[src/rtl/bp_pkg.sv]
`default_nettype none
// ============================================================================
//  Module      : bp_pkg
//  Description : Shared branch-predictor definitions. Holds the PHT alias
//                width shared with bp_gshare and the resolve-queue entry type.
//  Revision    : 1.0 - initial release
// ============================================================================
package bp_pkg;

    localparam int BP_ALIAS_W  = 6;
    localparam int BP_RQ_DEPTH = 8;

    // One in-flight branch: PHT alias in the upper bits, predicted direction in bit 0
    typedef struct packed {
        logic [BP_ALIAS_W-1:0] bp_alias;
        logic                  pred;
    } bp_rq_entry_t;

    function automatic bp_rq_entry_t bp_rq_pack(input logic [BP_ALIAS_W-1:0] a,
                                                input logic                  p);
        bp_rq_entry_t e;
        e.bp_alias = a;
        e.pred     = p;
        return e;
    endfunction

endpackage
`default_nettype wire

[src/rtl/bp_rq_storage.sv]
`default_nettype none
// ============================================================================
//  Module      : bp_rq_storage (+ regn, decodern)
//  Description : DEPTH x W register array for the resolve queue with one
//                decoded write port and one combinational read port.
//  Revision    : 1.0 - initial release
// ============================================================================

// Enabled W-bit register; contents need no reset
module regn #(
    parameter int W = 8
) (
    input  logic         clk,
    input  logic         i_en,
    input  logic [W-1:0] i_d,
    output logic [W-1:0] o_q
);
    logic [W-1:0] r_q;

    // Capture data when enabled
    always_ff @(posedge clk) begin
        if (i_en) r_q <= i_d;
    end

    assign o_q = r_q;
endmodule

// Binary-to-one-hot decoder gated by an enable
module decodern #(
    parameter int W = 3,
    parameter int N = 8
) (
    input  logic         i_en,
    input  logic [W-1:0] i_sel,
    output logic [N-1:0] o_onehot
);
    // Assert exactly one line when enabled, none otherwise
    always_comb begin
        o_onehot = '0;
        if (i_en) o_onehot[i_sel] = 1'b1;
    end
endmodule

module bp_rq_storage #(
    parameter int DEPTH = 8,
    parameter int W     = 7
) (
    input  logic                     clk,
    input  logic                     i_wr_en,
    input  logic [$clog2(DEPTH)-1:0] i_wr_ptr,
    input  logic [W-1:0]             i_wr_data,
    input  logic [$clog2(DEPTH)-1:0] i_rd_ptr,
    output logic [W-1:0]             o_rd_data
);
    localparam int c_PTR_W = $clog2(DEPTH);

    logic [DEPTH-1:0] w_we;
    logic [W-1:0]     w_q [DEPTH];

    decodern #(.W(c_PTR_W), .N(DEPTH)) u_dec (
        .i_en     (i_wr_en),
        .i_sel    (i_wr_ptr),
        .o_onehot (w_we)
    );

    for (genvar i = 0; i < DEPTH; i++) begin : g_entry
        regn #(.W(W)) u_reg (
            .clk  (clk),
            .i_en (w_we[i]),
            .i_d  (i_wr_data),
            .o_q  (w_q[i])
        );
    end

    assign o_rd_data = w_q[i_rd_ptr];
endmodule
`default_nettype wire

[src/rtl/bp_resolve_queue.sv]
`default_nettype none
// ============================================================================
//  Module      : bp_resolve_queue
//  Description : In-order queue of predicted branches between fetch and
//                resolution. Pairs the oldest entry with its actual outcome,
//                drives the predictor update port and flags mispredicts.
//  Revision    : 1.0 - initial release
// ============================================================================
module bp_resolve_queue
    import bp_pkg::*;
#(
    parameter int DEPTH   = BP_RQ_DEPTH,
    parameter int ALIAS_W = BP_ALIAS_W
) (
    input  logic                   clk,
    input  logic                   reset,
    input  logic                   push_valid,
    input  logic [ALIAS_W-1:0]     push_alias,
    input  logic                   push_pred,
    output logic                   push_ready,
    input  logic                   res_valid,
    input  logic                   res_taken,
    input  logic                   flush,
    output logic                   prev_is_BR,
    output logic [ALIAS_W-1:0]     prev_BR_alias,
    output logic                   prev_BR_result,
    output logic                   mispredict,
    output logic [$clog2(DEPTH):0] count,
    output logic                   full,
    output logic                   empty,
    output logic                   underflow
);
    localparam int c_PTR_W = $clog2(DEPTH);
    localparam int c_CNT_W = c_PTR_W + 1;

    logic [c_PTR_W-1:0] r_head;
    logic [c_PTR_W-1:0] r_tail;
    logic [c_CNT_W-1:0] r_count;
    logic               r_prev_is_br;
    logic [ALIAS_W-1:0] r_prev_alias;
    logic               r_prev_result;
    logic               r_mispredict;
    logic               r_underflow;

    logic               w_full;
    logic               w_empty;
    logic [ALIAS_W:0]   w_head;
    logic               w_res_do;
    logic               w_mis_now;
    logic               w_push_do;

    assign w_full  = (r_count == c_CNT_W'(DEPTH));
    assign w_empty = (r_count == '0);

    // A mispredicting resolve kills the same-cycle push along with all younger entries
    assign w_res_do  = res_valid && !w_empty;
    assign w_mis_now = w_res_do && (res_taken != w_head[0]);
    assign w_push_do = push_valid && !w_full && !flush && !w_mis_now;

    bp_rq_storage #(.DEPTH(DEPTH), .W(ALIAS_W + 1)) u_storage (
        .clk       (clk),
        .i_wr_en   (w_push_do),
        .i_wr_ptr  (r_tail),
        .i_wr_data ({push_alias, push_pred}),
        .i_rd_ptr  (r_head),
        .o_rd_data (w_head)
    );

    // Pointer/count bookkeeping; flush or mispredict collapses the queue onto the tail
    always_ff @(posedge clk) begin
        if (reset) begin
            r_head  <= '0;
            r_tail  <= '0;
            r_count <= '0;
        end else if (flush || w_mis_now) begin
            r_head  <= r_tail;
            r_count <= '0;
        end else begin
            if (w_push_do) r_tail <= r_tail + c_PTR_W'(1);
            if (w_res_do)  r_head <= r_head + c_PTR_W'(1);
            r_count <= r_count + c_CNT_W'(w_push_do) - c_CNT_W'(w_res_do);
        end
    end

    // Registered predictor-update port, mispredict pulse and sticky underflow
    always_ff @(posedge clk) begin
        if (reset) begin
            r_prev_is_br  <= 1'b0;
            r_prev_alias  <= '0;
            r_prev_result <= 1'b0;
            r_mispredict  <= 1'b0;
            r_underflow   <= 1'b0;
        end else begin
            r_prev_is_br <= w_res_do;
            r_mispredict <= w_mis_now;
            if (w_res_do) begin
                r_prev_alias  <= w_head[ALIAS_W:1];
                r_prev_result <= res_taken;
            end
            if (res_valid && w_empty) r_underflow <= 1'b1;
        end
    end

    assign push_ready     = !w_full;
    assign full           = w_full;
    assign empty          = w_empty;
    assign count          = r_count;
    assign prev_is_BR     = r_prev_is_br;
    assign prev_BR_alias  = r_prev_alias;
    assign prev_BR_result = r_prev_result;
    assign mispredict     = r_mispredict;
    assign underflow      = r_underflow;
endmodule
`default_nettype wire

[config.mk]
export PLATFORM = sky130hd
export DESIGN_NAME = bp_resolve_queue
export DESIGN_NICKNAME = d
export VERILOG_FILES = /design/src/rtl/bp_pkg.sv /design/src/rtl/bp_rq_storage.sv /design/src/rtl/bp_resolve_queue.sv
export SDC_FILE = /design/constraint.sdc
export NUM_CORES = 1
export LEC_CHECK = 0
export CORE_UTILIZATION = 40
export DETAILED_ROUTE_END_ITERATION = 8
export PLACE_DENSITY = 0.59
export SLEW_MARGIN = 20
export SYNTH_ARGS = -nofsm -noshare
export SYNTH_HDL_FRONTEND = slang
export SYNTH_SLANG_ARGS = --single-unit
[constraint.sdc]
create_clock -name clk -period 2.8 [get_ports clk]
set_input_delay 0.56 -clock clk [delete_from_list [all_inputs] [get_ports clk]]
set_output_delay 0.56 -clock clk [all_outputs]
set_load 0.01 [all_outputs]
# After elaboration in Yosys (flattened, before gate mapping)
# Index checks and enable logic that the tools add are counted.
[classes]
add_sub_neg = 4
multipliers = 0
n_div = 0
magnitude_cmp = 3
eq_ne = 2
shift = 0
n_mux = 8
n_bitwise = 2
reduce_logical = 16
[op_table]
columns = ["op", "count"]
rows = [
  ["$bmux 7 s3", 1],
  ["$mux 7", 2],
  ["$mux 8", 1],
  ["$logic_and 1x1->1", 7],
  ["$add 3x1->3 const B", 2],
  ["$mux 3", 2],
  ["$add 4x1->4", 1],
  ["$eq 4x4->1 const B", 1],
  ["$ge 4x4->1 const B", 1],
  ["$logic_not 1->1", 4],
  ["$logic_not 4->1", 1],
  ["$lt 3x4->1 const B", 1],
  ["$not 3->4", 1],
  ["$sub 4x1->4", 1],
  ["$demux 1 s3", 1],
  ["$ge 3x1->1 const B", 1],
  ["$reduce_and 2->1", 1],
  ["$reduce_bool 2->1", 1],
  ["$reduce_or 2->1", 1],
  ["$logic_or 1x1->1", 1],
  ["$mux 1", 1],
  ["$ne 1x1->1", 1],
  ["$not 1->1", 1],
]
[word_totals]
regBits = 76
latchBits = 0
mem_bits_rw = 0
romBits = 0
input_bits = 13
out_inout_bits = 17
elab_cells = 51
memories = 0

# Depth between registers and ports, before layout
# Gate-level depths: netlist of run 1.
[logic_depth]
depth_word = 10
depth_mapped = 16
mapped_depth_nobuf = 15

# Cells and area by module
# From an unflattened synthesis of run 1, not the netlist that was laid out.
[unflattened]
hier_cells = 200
hier_area_um2 = 3230.6
[by_module_without_submodules]
columns = ["mod", "n_inst", "cells_each", "area_per_inst_um2", "seq_area_each_um2"]
rows = [
  ["regn", 8, 7, 210.2, 210.2],
  ["bp_resolve_queue", 1, 111, 968.4, 400.4],
  ["bp_rq_storage", 1, 25, 485.5, 0.0],
  ["decodern", 1, 8, 95.1, 0.0],
]

# Least setup slack after synthesis of run 1
# Ideal clock, no wire load.
[synth_timing]
path_type = "register -> register"
from = "reg r_count[2], in the netlist count[2]"
to = "reg r_count[1], in the netlist count[1]"
setup_time_ns = 0.092
arrival_time_ns = 2.810
t_required_ns = 2.708
slack_ns = -0.102
path_stages_with_launch = 16
path_buffers = 1
period_less_slack_ns = 2.902
cell_sequence = "dfxtp_1 inv_1 ha_1 nor3b_2 nand2b_4 inv_2 buf_6 nand2_2 mux2i_4 or2_1 ha_1 inv_1 ha_1 inv_1 fa_1 nor4_1"
[synth_via]
elab_chain_len = 8
elab_cells_between_ends = 14
classes_between = "add/sub (2); eq/ne (1); reduce/logical (11)"
[synth_rtl]
columns = ["item", "line", "rtl"]
rows = [
  ["start: declaration", "bp_resolve_queue.sv:38", "logic [c_CNT_W-1:0] r_count;"],
  ["start signal: assignment", "bp_resolve_queue.sv:81", "r_count <= r_count + c_CNT_W'(w_push_do) - c_CNT_W'(w_res_do);"],
  ["$logic_not 4->1 *", "bp_resolve_queue.sv:53", "assign w_empty = (r_count == '0);"],
  ["via empty", "bp_resolve_queue.sv:30", "output logic empty,"],
  ["$logic_not 1->1 *", "bp_resolve_queue.sv:56", "assign w_res_do = res_valid && !w_empty;"],
  ["$logic_and 1x1->1 *", "bp_resolve_queue.sv:56", ""],
  ["$logic_and 1x1->1", "bp_resolve_queue.sv:57", "assign w_mis_now = w_res_do && (res_taken != w_head[0]);"],
  ["$logic_not 1->1", "bp_resolve_queue.sv:58", "assign w_push_do = push_valid && !w_full && !flush && !w_mis_now;"],
  ["$logic_and 1x1->1", "bp_resolve_queue.sv:58", ""],
  ["$add 4x1->4", "bp_resolve_queue.sv:81", ""],
  ["$sub 4x1->4", "bp_resolve_queue.sv:81", ""],
]
# Mark *: on every way through the listed nets, which the timed path passes. The rest lies on a longest branch.
# A chain may end at the register's enable or synchronous reset.

# Worst setup path in the final report of run 1
[layout_timing]
from = "reg r_head[1]"
to = "reg r_count[2], in the netlist count[2]"
[layout_via]
elab_chain_len = 10
elab_cells_between_ends = 12
classes_between = "add/sub (2); eq/ne (1); mux (3); bitwise (1); reduce/logical (5)"
[layout_rtl]
columns = ["item", "line", "rtl"]
rows = [
  ["start: declaration", "bp_resolve_queue.sv:36", "logic [c_PTR_W-1:0] r_head;"],
  ["start signal: assignment", "bp_resolve_queue.sv:76", "r_head <= r_tail;"],
  ["start signal: assignment", "bp_resolve_queue.sv:80", "if (w_res_do) r_head <= r_head + c_PTR_W'(1);"],
  ["$not 3->4 (implied by the code) *", "bp_rq_storage.sv:75", "assign o_rd_data = w_q[i_rd_ptr];"],
  ["$bmux 7 s3 *", "bp_rq_storage.sv:75", ""],
  ["$mux 7 (implied by the code) * (2 in a row)", "bp_rq_storage.sv:75", ""],
  ["$ne 1x1->1 *", "bp_resolve_queue.sv:57", ""],
  ["$logic_and 1x1->1 *", "bp_resolve_queue.sv:57", ""],
  ["$logic_not 1->1", "bp_resolve_queue.sv:58", ""],
  ["$logic_and 1x1->1", "bp_resolve_queue.sv:58", ""],
  ["$add 4x1->4", "bp_resolve_queue.sv:81", ""],
  ["$sub 4x1->4", "bp_resolve_queue.sv:81", ""],
]
# Every way passes the cells marked *; elsewhere a longest branch is shown, timed or not. The select of a mux whose other input is x is not followed.

==> impl_metrics.json, run 1 <==
{
  "outcome": "complete, no violations",
  "vias_per_cell": 5.095,
  "grt_antenna_before_repair": 0,
  "max_stage_delay_ns": 0.44,
  "synthDistinctLibCells": 40,
  "grt_usage_pct": 16.12,
  "drive_above_1_share_pct": 27.64,
  "postSynthCellCount": 209,
  "yosysWarnings": 0,
  "gp_congestion": 0.7277,
  "drcViolationCount": 0,
  "syn_area_per_cell_um2": 15.39,
  "rrSetupSlack_ns": 0.09,
  "finalHoldWorstSlack_ns": 0.4692,
  "ant_nets": 0,
  "crit_fanout": 7,
  "critPathSlowestCell": "dfxtp_2",
  "clk_latency_ns": 0.35,
  "fin_crit_ns": 2.712,
  "slew_viol_final": 0,
  "placed_cells": 358,
  "htree_levels": 3,
  "power.total_uw": 2974,
  "rsz0062_at_grt": "true",
  "reg2regPathDepth": 12,
  "ys_top_cells_by_count": "56 x edfxtp_1, 20 x dfxtp_1, 12 x mux2i_1, 12 x mux4_2, 10 x nor2_1",
  "dr_total_vias": 1921,
  "min_to": "underflow",
  "cpMostUsedCell": "inv_1",
  "synth_top_area_share_pct": 52.28,
  "worstPathArrival_ns": 2.96,
  "max_slew_margin_pct": 44.19,
  "synthArstFlopShare_pct": 0,
  "grt_max_degree": 23,
  "reg2reg_from": "r_head[1]",
  "synth.most_common_cell": "edfxtp_1",
  "first_global_vias": 1862,
  "ios": 30,
  "synth_area_leaders": "edfxtp_1 52%, dfxtp_1 12%, mux4_2 8.4%, mux2i_1 3.7%, ha_1 3.1%",
  "worstSetupPathType": "reg2reg",
  "fp.dieArea_mm2": 0.008404,
  "path_clk_slew_ns": 0.08,
  "synth-seq-cells": 76,
  "cts_tree": "yes",
  "cap_violations": 0,
  "cts_root_buf": "clkbuf_8",
  "nNetsFinal": 292,
  "place_ws_ns": -0.08048,
  "multi_input_area_mm2": 0.001056,
  "powerDensity_mw_per_mm2": 737.7,
  "coreArea_mm2": 0.007767,
  "initial_core_util_pct": 41.41,
  "syn-num-nets": 231,
  "yosysTopAreaCell": "edfxtp_1",
  "cts_sinks": 76,
  "regArea_mm2": 0.002087,
  "synth_ff_type": "edfxtp_1",
  "cp.required_ns": 3.05,
  "cpLargestDelayFamily": "simple AND/OR/NAND/NOR gates",
  "drt_wl_total_um": 6046,
  "die_h_um": 91.68,
  "syn_area_mm2": 0.003217,
  "portBuffers": 29,
  "post-route-period-util_pct": 96.85,
  "fillCellCount": 680,
  "fin_skew_ns": 0.009322,
  "synth_edf_count": 56,
  "ys_seq_area_share_pct": 64.72,
  "grt_overflow": 0,
  "fmax_mhz": 368.8,
  "hpwlAfterDp_um": 4057,
  "regToRegEndpoint": "count[2]",
  "wl_per_cell_um": 16.04,
  "p_leak_uw": 0.001368,
  "hold_class": "reg2reg",
  "dr.pass1.iters": 4,
  "drtIter0Drc": 77,
  "worst_slack_ns": 0.08822,
  "setup_viol": 0,
  "cp-end-kind": "flip-flop",
  "hp-start": "underflow",
  "finalHoldViolations": 0,
  "hold_buffers": 0,
  "clock_path_buffers": 2,
  "ir_worst_vdd_mv": 0.3700,
  "syn_to_final_growth_pct": 25.32,
  "cts_inserted_buffers": 9,
  "worst_pin_slew_ns": 0.8345,
  "holdPathStages": 2,
  "die_w_um": 91.68,
  "diodes": 0,
  "cp-start-kind": "flip-flop",
  "worstPathCellList": "mux2i_1 > nand3b_1 > nand4_2 > mux2i_4 > or2_1 > ha_1 > inv_1 > ha_2 > inv_1 > fa_2 > xor2_1 > nor4_1",
  "core.rowCount": 32,
  "path_buf_inv": 2,
  "instances_no_fill": 377,
  "grt_pass1_wl_um": 9915
}
==> kinds of logic after synthesis <==
logic type	after synthesis	synth area share, %
AOI/OAI and AO/OA	18	3.773
and+or+nand+nor	57	10.42
buffers and inverters	20	3.189
DFF	76	64.72
xor gates and xnor gates	4	1.323
adders and majority gates	9	3.734
muxes	25	12.84
==> how the worst max path moves through the flow <==
stage,from,to,cells past startpoint
2_1_floorplan,count[2],count[2],16
3_3_place_gp,res_valid,count[2],13
3_5_place_dp,res_valid,count[2],13
4_1_cts,r_head[1],count[2],12
5_1_grt,count[3],count[2],15
6_report,r_head[1],count[2],12
==> metal layers <==
layer  track usage [%]  routed length (um)  vias up
met4             7.540                  90        0
met3             2.985                 196        7
li1                  -                   -      920
met1             22.79                2962      948
met5                 0                   0        -
met2             24.12                2798       46
==> state kept, by name, summed over array words and instances (netlist names) <==
name,cells
u_storage.g_entry.u_reg.o_q,56
prev_BR_alias,6
count,4
r_head,3
r_tail,3
mispredict,1
prev_BR_result,1
prev_is_BR,1
underflow,1
==> worst min-delay path, cell delays in order (launching register included) <==
cell and delay (ns):
dfxtp_1 0.33, a21oi_1 0.04, nor2_1 0.06
==> what timing repair did <==
item                                    4_1_cts  5_1_grt
buffers inserted                              0        3
endpoints found under the setup margin        0        3
resized for setup                             0        9
==> layout make-up <==
| cell class | count | area share [%] |
|---|---|---|
| Sequential cell | 76 | 51.77 |
| Tap cell | 102 | 3.166 |
| Inverter | 8 | 0.8070 |
| Multi-Input combinational cell | 113 | 26.19 |
| Timing Repair Buffer | 62 | 13.35 |
| Clock buffer | 9 | 3.073 |
| Clock inverter | 7 | 1.645 |
==> metrics by stage <==
step,utilization (%),TNS (ns),cell area [um2]
finish,51.90,0,4031
global route,51.90,-0.08531,4031
global placement,48.84,-0.05733,3794
floorplan,-,0,3223
CTS,51.29,0,3984
detailed placement,48.84,-0.08048,3794
==> report_power, final <==
part	total [uW]	switching [uW]	internal [uW]	leakage, uW
Clock	817	410	407	0.0000907
Sequential	1350	54.2	1290	0.000670
Combinational	810	364	446	0.000607
==> cell usage in the layout, fill, tap and decap left out, types with 2 or more instances in the layout <==
cell type / instances
nor2b_1: 2
a211oi_1: 6
o21ai_0: 2
a21oi_1: 6
buf_4: 33
edfxtp_1: 56
nor3_1: 9
mux2i_1: 12
dfxtp_2: 4
nor2_1: 10
a21o_1: 2
ha_1: 7
or3_1: 2
nand2b_4: 2
clkbuf_8: 9
nand3_1: 3
xnor2_1: 2
nor3b_1: 2
clkdlybuf4s50_1: 29
nand2_1: 6
inv_1: 6
clkinvlp_4: 2
nand3b_1: 5
dfxtp_1: 16
nand2b_1: 3
clkinv_1: 2
nor4_1: 6
mux4_2: 12
No activity file was read; power rests on OpenSTA's default activity.
==> run 2: changes to the inputs <==
- SETUP_SLACK_MARGIN: default -> 0.15
- SKIP_CTS_REPAIR_TIMING: default -> 1
==> impl_metrics.json, run 2 (synthesis results as in run 1) <==
{
  "clk_latency_ns": 0.34,
  "grt_max_degree": 19,
  "die_w_um": 91.68,
  "drt_wl_total_um": 6145,
  "hp-start": "prev_BR_result",
  "fin_crit_ns": 2.700,
  "drcViolationCount": 0,
  "fp.dieArea_mm2": 0.008404,
  "syn_to_final_growth_pct": 26.25,
  "nNetsFinal": 292,
  "ios": 30,
  "gp_congestion": 0.7294,
  "diodes": 0,
  "worstPathArrival_ns": 2.93,
  "vias_per_cell": 4.981,
  "power.total_uw": 2973,
  "crit_fanout": 3,
  "portBuffers": 29,
  "wl_per_cell_um": 16.30,
  "hpwlAfterDp_um": 4118,
  "reg2reg_from": "count[2]",
  "final_cell_mix": "56 x edfxtp_1, 33 x buf_4, 29 x clkdlybuf4s50_1",
  "p_leak_uw": 0.001381,
  "instances_no_fill": 377,
  "grt_pass1_wl_um": 9922,
  "dr.pass1.iters": 4,
  "grt_overflow": 0,
  "fin_skew_ns": 0.007032,
  "cts_inserted_buffers": 9,
  "worstSetupPathType": "reg2reg",
  "ant_nets": 0,
  "path_clk_slew_ns": 0.07,
  "outcome": "complete, no violations",
  "worst_pin_slew_ns": 0.6995,
  "placed_cells": 356,
  "drtIter0Drc": 116,
  "htree_levels": 3,
  "rsz0062_at_grt": "true",
  "hold_class": "reg2reg",
  "largest_register_ffs": 56,
  "finalHoldViolations": 0,
  "max_slew_margin_pct": 53.22,
  "crit_start": "count[2]",
  "cp.required_ns": 3.03,
  "post-route-period-util_pct": 96.43,
  "first_global_vias": 1849,
  "cts_sinks": 76,
  "cap_violations": 0,
  "cts_tree": "yes",
  "grt_usage_pct": 16.22,
  "coreArea_mm2": 0.007767,
  "cts_root_buf": "clkbuf_8",
  "ir_worst_vdd_mv": 0.3421,
  "cp-start-kind": "flip-flop",
  "setup_viol": 0,
  "drive_above_1_share_pct": 29.45,
  "finalHoldWorstSlack_ns": 0.4685,
  "die_h_um": 91.68,
  "cp-end-kind": "flip-flop",
  "fillCellCount": 676,
  "fmax_mhz": 370.4,
  "initial_core_util_pct": 41.41,
  "powerDensity_mw_per_mm2": 732.0,
  "final_common_cell": "edfxtp_1",
  "grt_antenna_before_repair": 0,
  "dr_total_vias": 1878,
  "slew_viol_final": 0,
  "clock_path_buffers": 2,
  "core.rowCount": 32,
  "postLayoutCoreUtil_pct": 52.29
}
run 2: worst paths after layout:
path / to / slack [ns] / cells after the start
min reg2reg: prev_BR_result / 0.47 / 2
max reg2reg: count[2] / 0.1 / 15
max: count[2] / 0.1 / 15
min: prev_BR_result / 0.47 / 2
run 2: worst max-delay path, cell delays in order (launching register included):
cell      delay [ns]
dfxtp_2         0.34
inv_4           0.07
ha_4            0.12
nor3b_4         0.20
nand2b_4        0.17
inv_4           0.05
nand2_4         0.07
mux2i_4         0.06
or2_1           0.25
ha_1            0.27
inv_1           0.07
ha_2            0.18
inv_2           0.04
fa_2            0.32
xor2_1          0.14
nor4_1          0.23
run 2: per-layer routing:
layer  global-route usage (%)  wire length, um
met1                    20.95             2804
met2                    26.07             2996
met3                    4.229              268
met4                    6.614               76
met5                        0                0
run 2: through the flow:
step                TNS [ns]  area, um2  setup WS, ns
finish                     0       4061       0.09993
floorplan                  0       3232       0.07625
global route        -0.09082       4061      -0.09082
detailed placement  -0.04820       3787      -0.03153
global placement           0       3787     0.0001621
CTS                        0       3976        0.1428
run 2: area by class of cell:
cell class | instances | area [um2] | share of cell area [%]
Multi-Input combinational cell | 113 | 1082 | 26.65
Clock buffer | 9 | 123.9 | 3.050
Tap cell | 102 | 127.6 | 3.142
Sequential cell | 76 | 2090 | 51.45
Inverter | 8 | 35.03 | 0.8626
Clock inverter | 7 | 65.06 | 1.602
Timing Repair Buffer | 62 | 538.0 | 13.25
run 2: where the power goes:
| part | total (uW) | switching [uW] | internal (uW) |
|---|---|---|---|
| logic | 820 | 369 | 450 |
| clock network | 801 | 394 | 407 |
| registers | 1350 | 58.1 | 1290 |
| total | 2970 | 821 | 2150 |
==> run 3: changes to the inputs <==
- CORE_UTILIZATION: 40 -> 51
- PLACE_DENSITY: 0.59 -> 0.73
==> impl_metrics.json, run 3 (synthesis results as in run 1) <==
{
  "outcome": "complete, no violations",
  "initial_core_util_pct": 53.70,
  "htree_levels": 3,
  "coreArea_mm2": 0.005991,
  "rsz0062_at_grt": "true",
  "worstPathArrival_ns": 2.89,
  "dr.pass1.iters": 6,
  "clk_latency_ns": 0.35,
  "holdPathStages": 2,
  "fin_skew_ns": 0.01218,
  "fp.dieArea_mm2": 0.006629,
  "grt_antenna_before_repair": 0,
  "cts_root_buf": "clkbuf_8",
  "post-route-period-util_pct": 94.15,
  "worst_slack_ns": 0.1638,
  "cp.required_ns": 3.05,
  "p_leak_uw": 0.001363,
  "nNetsFinal": 286,
  "grt_pass1_wl_um": 9121,
  "hpwlAfterDp_um": 3933,
  "cts_tree": "yes",
  "final_cell_mix": "56 x edfxtp_1, 29 x clkdlybuf4s50_1, 27 x buf_4",
  "drtIter0Drc": 82,
  "diodes": 0,
  "cp-start-kind": "flip-flop",
  "worst_pin_slew_ns": 0.8217,
  "worstSetupPathType": "reg2reg",
  "drcViolationCount": 0,
  "ant_nets": 0,
  "finalHoldViolations": 0,
  "ios": 30,
  "power.total_uw": 3072,
  "first_global_vias": 1828,
  "core.rowCount": 28,
  "setup_viol": 0,
  "cts_sinks": 76,
  "cts_inserted_buffers": 9,
  "max_slew_margin_pct": 45.05,
  "hold_class": "reg2reg",
  "vias_per_cell": 5.506,
  "largest_register_ffs": 56,
  "dr_total_vias": 1894,
  "wl_per_cell_um": 16.81,
  "slew_viol_final": 0,
  "die_h_um": 81.42,
  "ir_worst_vdd_mv": 0.5325,
  "gp_congestion": 0.7392,
  "portBuffers": 29,
  "reg2regPathDepth": 14,
  "grt_max_degree": 23,
  "path_clk_slew_ns": 0.08,
  "place_ws_ns": -0.08607,
  "die_w_um": 81.42,
  "clock_path_buffers": 2,
  "grt_overflow": 0,
  "crit_fanout": 4,
  "drt_wl_total_um": 5782,
  "final_common_cell": "edfxtp_1",
  "fmax_mhz": 379.3,
  "cap_violations": 0,
  "syn_to_final_growth_pct": 24.39,
  "powerDensity_mw_per_mm2": 767.6,
  "fin_crit_ns": 2.636,
  "cp-end-kind": "flip-flop",
  "drive_above_1_share_pct": 26.77,
  "grt_usage_pct": 19.65
}
[run 3: changes by cell type in the layout (fill, tap and decap cells not counted), moves of 2 or more]
cell,delta
clkinv_1,-2
inv_6,+3
dfxtp_2,-2
clkinv_2,-2
dfxtp_1,+2
buf_4,-6
[run 3: layer usage]
layer | vias to the layer above | wire length, um | track usage [%]
li1 | 905 | - | -
met1 | 934 | 2401 | 23.75
met2 | 48 | 3039 | 33.58
met3 | 7 | 288 | 6.111
met4 | 0 | 53 | 6.071
met5 | - | 0 | 0
[run 3: per-stage QoR]
stage	cells	util [%]	TNS (ns)	area, um2	hold slack [ns]
2_1_floorplan	209	-	0	3232	0.4763
3_3_place_gp	328	62.53	0	3746	0.4499
3_5_place_dp	328	62.53	-0.1596	3746	0.4501
4_1_cts	344	66.31	0	3973	0.4619
5_1_grt	344	66.79	0	4001	0.4917
6_report	344	66.79	0	4001	0.4569
[run 3: area by class of cell]
class                   count  area (um2)
clock buffers               9       123.9
inverters                   8       32.53
fillers                   406        1989
well taps                  75       93.84
repair buffers             56       493.0
flip-flops and latches     76        2087
clock inverters             7       102.6
multi-input cells         113        1069
[run 3: worst paths after layout]
kind                   from              to  slack, ns
max                count[2]        count[1]       0.16
min          prev_BR_result  prev_BR_result       0.46
max reg2reg        count[2]        count[1]       0.16
min reg2reg  prev_BR_result  prev_BR_result       0.46
[run 3: worst max-delay path, cell delays in order (launching register included)]
cell and delay (ns):
dfxtp_2 0.33, inv_2 0.07, ha_1 0.14, nor3b_4 0.21, nand2b_4 0.18, inv_4 0.05
nand2_4 0.07, mux2i_4 0.06, or2_1 0.23, ha_1 0.28, inv_1 0.04, ha_2 0.17
inv_2 0.05, fa_2 0.42, nor4_1 0.24
[run 3: power breakdown]
group	leakage (uW)	internal, uW	switching, uW
clock	0.000111	514	417
combinational	0.000582	433	358
sequential	0.000670	1290	56.4
